$ cat config.mk
export PLATFORM = sky130hd
export DESIGN_NAME = mips_multicycle_ctrl
export DESIGN_NICKNAME = d
export VERILOG_FILES = /design/src/rtl/mips_multicycle_ctrl.sv
export SDC_FILE = /design/constraint.sdc
export NUM_CORES = 1
export LEC_CHECK = 0
export ABC_AREA = 1
export CAP_MARGIN = 20
export CELL_PAD_IN_SITES_DETAIL_PLACEMENT = 1
export CELL_PAD_IN_SITES_GLOBAL_PLACEMENT = 2
export CORE_UTILIZATION = 25
export CTS_BUF_LIST = sky130_fd_sc_hd__clkbuf_16
export DETAILED_ROUTE_END_ITERATION = 7
export PLACE_DENSITY_LB_ADDON = 0.1
export SYNTH_ARGS = -nofsm -noshare
export SYNTH_HDL_FRONTEND = slang
export SYNTH_SLANG_ARGS = --single-unit
$ cat constraint.sdc
create_clock -name clk -period 5.19 [get_ports clk]
set_input_delay 1.2975 -clock clk [delete_from_list [all_inputs] [get_ports clk]]
set_output_delay 1.2975 -clock clk [all_outputs]
set_load 0.01 [all_outputs]
$ cat src/rtl/mips_multicycle_ctrl.sv
// mips_multicycle_ctrl: multicycle MIPS control FSM with memory handshake, timeout abort and ALU decode
module mips_multicycle_ctrl #(
  parameter int MEM_TIMEOUT = 16,
  parameter int CNT_W = 16
) (
  input  logic             clk,
  input  logic             rst_n,
  input  logic [5:0]       opcode,
  input  logic [5:0]       funct,
  input  logic             equalrsrt,
  input  logic             mem_ready,
  output logic             mem_req,
  output logic             mem_we,
  output logic             iord,
  output logic             ir_we,
  output logic             pc_we,
  output logic [1:0]       pcsrc,
  output logic             reg_we,
  output logic             regdst,
  output logic             memtoreg,
  output logic             alusrca,
  output logic [1:0]       alusrcb,
  output logic [1:0]       aluop,
  output logic [2:0]       alucontrol,
  output logic [3:0]       state,
  output logic             instr_done,
  output logic             illegal,
  output logic             mem_err,
  output logic [CNT_W-1:0] instr_count
);
  localparam logic [3:0] S_FETCH  = 4'd0;
  localparam logic [3:0] S_DECODE = 4'd1;
  localparam logic [3:0] S_MEMADR = 4'd2;
  localparam logic [3:0] S_MEMRD  = 4'd3;
  localparam logic [3:0] S_MEMWB  = 4'd4;
  localparam logic [3:0] S_MEMWR  = 4'd5;
  localparam logic [3:0] S_EXEC   = 4'd6;
  localparam logic [3:0] S_ALUWB  = 4'd7;
  localparam logic [3:0] S_BRANCH = 4'd8;
  localparam logic [3:0] S_IEXEC  = 4'd9;
  localparam logic [3:0] S_IWB    = 4'd10;
  localparam logic [3:0] S_JUMP   = 4'd11;
  localparam logic [5:0] OP_R    = 6'h00;
  localparam logic [5:0] OP_LW   = 6'h23;
  localparam logic [5:0] OP_SW   = 6'h2B;
  localparam logic [5:0] OP_BEQ  = 6'h04;
  localparam logic [5:0] OP_ADDI = 6'h08;
  localparam logic [5:0] OP_SLTI = 6'h0A;
  localparam logic [5:0] OP_J    = 6'h02;
  localparam int WW = $clog2(MEM_TIMEOUT);
  logic [3:0]       state_q, state_d;
  logic [WW-1:0]    wait_q, wait_d;
  logic [CNT_W-1:0] cnt_q, cnt_d;
  logic             waiting, timeout, legal;
  logic [2:0]       fn_ctl;
  always_ff @(posedge clk or negedge rst_n) begin
    if (!rst_n) begin
      state_q <= S_FETCH;
      wait_q  <= '0;
      cnt_q   <= '0;
    end else begin
      state_q <= state_d;
      wait_q  <= wait_d;
      cnt_q   <= cnt_d;
    end
  end
  always_comb begin
    waiting = (state_q == S_FETCH || state_q == S_MEMRD || state_q == S_MEMWR) && !mem_ready;
    timeout = waiting && wait_q == WW'(MEM_TIMEOUT - 1);
    wait_d  = (waiting && !timeout) ? wait_q + WW'(1) : '0;
    legal   = opcode inside {OP_R, OP_LW, OP_SW, OP_BEQ, OP_ADDI, OP_SLTI, OP_J};
    cnt_d   = cnt_q + CNT_W'(instr_done);
  end
  always_comb begin
    state_d = S_FETCH;
    case (state_q)
      S_FETCH:  state_d = mem_ready ? S_DECODE : S_FETCH;
      S_DECODE: begin
        case (opcode)
          OP_R:            state_d = S_EXEC;
          OP_LW, OP_SW:    state_d = S_MEMADR;
          OP_BEQ:          state_d = S_BRANCH;
          OP_ADDI, OP_SLTI: state_d = S_IEXEC;
          OP_J:            state_d = S_JUMP;
          default:         state_d = S_FETCH;
        endcase
      end
      S_MEMADR: state_d = opcode == OP_LW ? S_MEMRD : S_MEMWR;
      S_MEMRD:  state_d = mem_ready ? S_MEMWB : timeout ? S_FETCH : S_MEMRD;
      S_MEMWR:  state_d = (mem_ready || timeout) ? S_FETCH : S_MEMWR;
      S_EXEC:   state_d = S_ALUWB;
      S_IEXEC:  state_d = S_IWB;
      default:  state_d = S_FETCH;
    endcase
  end
  always_comb begin
    mem_req    = 1'b0;
    mem_we     = 1'b0;
    iord       = 1'b0;
    ir_we      = 1'b0;
    pc_we      = 1'b0;
    pcsrc      = 2'b00;
    reg_we     = 1'b0;
    regdst     = 1'b0;
    memtoreg   = 1'b0;
    alusrca    = 1'b0;
    alusrcb    = 2'b00;
    aluop      = 2'b00;
    instr_done = 1'b0;
    illegal    = 1'b0;
    case (state_q)
      S_FETCH: begin
        mem_req = 1'b1;
        alusrcb = 2'b01;
        ir_we   = mem_ready;
        pc_we   = mem_ready;
      end
      S_DECODE: begin
        alusrcb = 2'b11;
        illegal = !legal;
      end
      S_MEMADR: begin
        alusrca = 1'b1;
        alusrcb = 2'b10;
      end
      S_MEMRD: begin
        mem_req = 1'b1;
        iord    = 1'b1;
      end
      S_MEMWB: begin
        reg_we     = 1'b1;
        memtoreg   = 1'b1;
        instr_done = 1'b1;
      end
      S_MEMWR: begin
        mem_req    = 1'b1;
        mem_we     = 1'b1;
        iord       = 1'b1;
        instr_done = mem_ready;
      end
      S_EXEC: begin
        alusrca = 1'b1;
        aluop   = 2'b10;
      end
      S_ALUWB: begin
        reg_we     = 1'b1;
        regdst     = 1'b1;
        instr_done = 1'b1;
      end
      S_BRANCH: begin
        alusrca    = 1'b1;
        aluop      = 2'b01;
        pcsrc      = 2'b01;
        pc_we      = equalrsrt;
        instr_done = 1'b1;
      end
      S_IEXEC: begin
        alusrca = 1'b1;
        alusrcb = 2'b10;
        aluop   = opcode == OP_SLTI ? 2'b11 : 2'b00;
      end
      S_IWB: begin
        reg_we     = 1'b1;
        instr_done = 1'b1;
      end
      S_JUMP: begin
        pcsrc      = 2'b10;
        pc_we      = 1'b1;
        instr_done = 1'b1;
      end
      default: ;
    endcase
    mem_err = timeout;
    if (!rst_n) begin
      mem_req    = 1'b0;
      mem_we     = 1'b0;
      ir_we      = 1'b0;
      pc_we      = 1'b0;
      reg_we     = 1'b0;
      instr_done = 1'b0;
      illegal    = 1'b0;
      mem_err    = 1'b0;
    end
  end
  always_comb begin
    case (funct)
      6'h20:   fn_ctl = 3'b010;
      6'h22:   fn_ctl = 3'b110;
      6'h24:   fn_ctl = 3'b000;
      6'h25:   fn_ctl = 3'b001;
      6'h2A:   fn_ctl = 3'b111;
      default: fn_ctl = 3'b000;
    endcase
    alucontrol = aluop == 2'b10 ? fn_ctl : aluop == 2'b01 ? 3'b110 : aluop == 2'b11 ? 3'b111 : 3'b010;
  end
  assign state       = state_q;
  assign instr_count = cnt_q;
endmodule

==> results.txt <==
* Outcome: finished, final reports clean
* Post-route cell area: 2372 um^2
- Summing all placed instances gives a cell area of 2267 um^2.
- In the global route stage, overall resource usage came out at 14.57%.
- Worst hold slack across all endpoints: 0.4757 ns
- Endpoint arrival time on the critical path: 2.95 ns
- Portion of the post-synthesis area used by sequential elements: 37.41%
- Buffers inserted by post-CTS timing repair: 0
* Hold-fix buffer count after cts: 0
- Setup slack on the critical path of the routed design comes to 0.9397 ns.
- After technology mapping, the gate count stands at 233.
* Worst-case clock skew: 0.002249 ns
- Power density normalized to cell area: 289.4 nW/um^2
- After floorplanning, the core was sized to cover 6061 um^2.
* Share of power burned in the clock network: 31.8%
- Synthesized flop and latch total: 24
- Net count of the finished layout: 314
- Fin. max-slew vios: 0
- Via density per instance: 4.477
- Max-slew headroom at the worst pin: 78.62%
- The congestion estimate from routability-driven global placement came to 0.7646.
* Vias in the first global route: 1612
- Quantity of gates resized following cts: 0
* HPWL Detailed: 3759 um
* WP data required: 3.89 ns
- The detail route stage leaves a number of antenna-violating nets equal to 0.
- Vias: 1652
- Yosys mapped the design onto 22 distinct sky130hd cell types.
* Reg2Reg Launch Point: state[0]
* Net Sw Power: 0.0002093 W
- Slew at the pin closest to its max-slew limit: 0.3183 ns
- Timing would allow up to 235.3 MHz.
* Final min period: 4.250 ns
* Cells after DPL: 365
- Area delta synth->final: 47.78%
* Iteration-0 DRC Markers: 71
- Worst setup timing slack at the placement stage: 0.8886 ns
* Number of inserted filler cells in the final layout: 781
* PortBufs: 56
* Final Hold Vio Count: 0
- Yosys printed 0 warnings.
- Synth Cell Area: 1605 um^2
* Largest cells by area after synthesis: dfrtp_1 37%, nand2_1 11%, nor2_1 11%
- Inserted Clock Buffers: 3
- Routed wirelength normalized by instance count: 12.10 um
* Non-filler cells in the finished layout: 369
* Std cell rows: 28
- The worst-case IR drop observed on VDD is 0.1530 mV.
- Clock insertion delay at the later pin of the skew report: 0.26 ns
* CP Capture Type: primary output
- In this run the mean area of a mapped cell was 6.890 um^2.
- The biggest area contributor in the post-synthesis netlist is dfrtp_1.
* Horizontal extent of the die: 82.13 um
- Setup repair after global routing left no endpoint under its margin.
- Leakage power of the design: 1.176 nW
- Crit path from: rst_n
- The first TritonRoute pass finished after 4 iterations.
- Wire length of the first global-routing pass: 7521 um
- Total wire length: 4464 um
- Class of the tightest hold or removal check: flop to flop
- Switching part of the total power: 30.49%
- In this run the most critical hold path is launched from wait_q[0].
- Once the floorplan was initialized, standard cells occupied 26.49% of the core.
* Maxcap violations: 0
- Measured along the y axis, the die boundary spans 82.13 um.
- The worst setup path is launched from an input port.
- Antenna violations before repair: 0
- Setup violations remaining at the end of the flow were counted as 0.
- Of the cells placed in the final design, the portion with a size suffix greater than 1 is 7.143%.
- In this run the number of H-tree levels came out at 1.
* Worst-path fanout max: 8
- The share of synthesized area in the top cell type comes to 37.41%.
* Total clock sinks: 24
- Clock edge transition at the registers on the reported setup and hold paths: 0.06 ns
- TritonCTS built the clock tree.
- The floorplan step defined a die boundary enclosing 6745 um^2.
- Antenna diode count: 0
- I/O Pins: 57
- Internal Dissipation: 0.0004772 W
- In this run the deepest clock path goes through 2 buffers.
- Clk Tree Root Cell: clkbuf_16
- Per report_power, the combinational group accounts for 33.8% of the total.
* Final worst path period share: 81.89%
* Critical path start-end classification: input port to primary output
- Adding up every negative setup slack in the final design gives 0 ns.
* Net count after synthesis: 252
* Final routed DRC violation total: 0
* Power share of the sequential group: 34.3%
- Aggregate global routing overflow: 0
- Maximum number of pins on one net before global-route repair: 22
-- per-stage QoR --
step	util (%)	total power, W
after floorplan	-	0.0003523
after global placement	37.41	0.0004727
after detailed placement	37.41	0.0004754
after CTS	39.14	0.0006992
after global routing	39.14	0.0007333
final	39.14	0.0006864
-- cell usage in the layout (no fill, tap or decap), types with 2 or more instances in the layout --
master,n
ha_1,3
nand3_1,19
xor2_1,8
nand2_2,4
nand3_2,4
nand4_1,5
clkdlybuf4s50_1,56
a21oi_1,4
nand2_1,48
o22ai_1,2
inv_1,39
clkbuf_16,3
o21ai_0,5
dfrtp_1,24
nor2_2,5
nor3_1,6
a31oi_1,2
nand3b_1,4
nor2_1,45
xnor2_1,2
-- kinds of logic (layout without fill, tap and decap cells) --
kind of cell               count (synthesis)  after routing  synth area share [%]
AOI/OAI and AO/OA                         14             14                 4.676
xor gates and xnor gates                  10             10                 5.456
adders and majority gates                  3              3                 2.339
buffers and inverters                     40            101                 9.431
DFF                                       24             24                 37.41
and+or+nand+nor                          142            142                 40.69
-- critical path, stage by stage --
cell and delay (ns):
clkdlybuf4s50_1 0.66, inv_1 0.15, a31oi_1 0.26, clkdlybuf4s50_1 0.59
-- synthesized netlist by cell type, drive strengths merged --
master / n
nand3: 23
ha: 3
nand2: 52
clkinv: 1
o22ai: 2
a21oi: 4
nor2: 51
xor2: 8
o21ai: 6
a31oi: 2
nor3: 7
inv: 39
nand3b: 4
nand4: 5
xnor2: 2
dfrtp: 24
-- worst paths after layout --
check / to / slack, ns / depth (start not counted)
setup / recovery: instr_done / 0.94 / 4
setup reg to reg: instr_count[12] / 2.76 / 12
hold reg to reg: wait_q[0] / 0.48 / 1
min in group asynchronous: state[0] / 1.30 / 1
max in group asynchronous: instr_count[11] / 3.30 / 2
hold / removal: wait_q[0] / 0.48 / 1
-- layer usage --
layer | share of wire [%] | global-route usage, % | up-vias
met2 | 45 | 22.15 | 33
met5 | 0 | 0 | -
met4 | 0.69 | 3.158 | 0
met3 | 3.4 | 2.857 | 4
met1 | 51 | 21.13 | 761
li1 | - | - | 854
-- flip-flops by register name, indices dropped and copies added, names as in the netlist --
| register | flops |
|---|---|
| wait_q | 4 |
| state | 4 |
| instr_count | 16 |
-- power by group through the flow --
| stage | sequential (W) | combinational (W) | clock, W |
|---|---|---|---|
| finish | 0.000236 | 0.000232 | 0.000219 |
| global route | 0.000240 | 0.000260 | 0.000233 |
| CTS | 0.000237 | 0.000237 | 0.000226 |
| detailed placement | 0.000240 | 0.000235 | 0 |
| global placement | 0.000239 | 0.000234 | 0 |
| floorplan | 0.000243 | 0.000109 | 0 |
-- layout make-up --
type | instances | area (um^2) | area share [%]
clock buffers | 3 | 75.07 | 3.165
clock inverters | 1 | 30.03 | 1.266
well taps | 75 | 93.84 | 3.956
flip-flops and latches | 24 | 600.6 | 25.32
repair buffers | 57 | 568.0 | 23.95
inverters | 40 | 151.4 | 6.382
multi-input cells | 169 | 853.3 | 35.97
(Power assumes the default switching activity.)
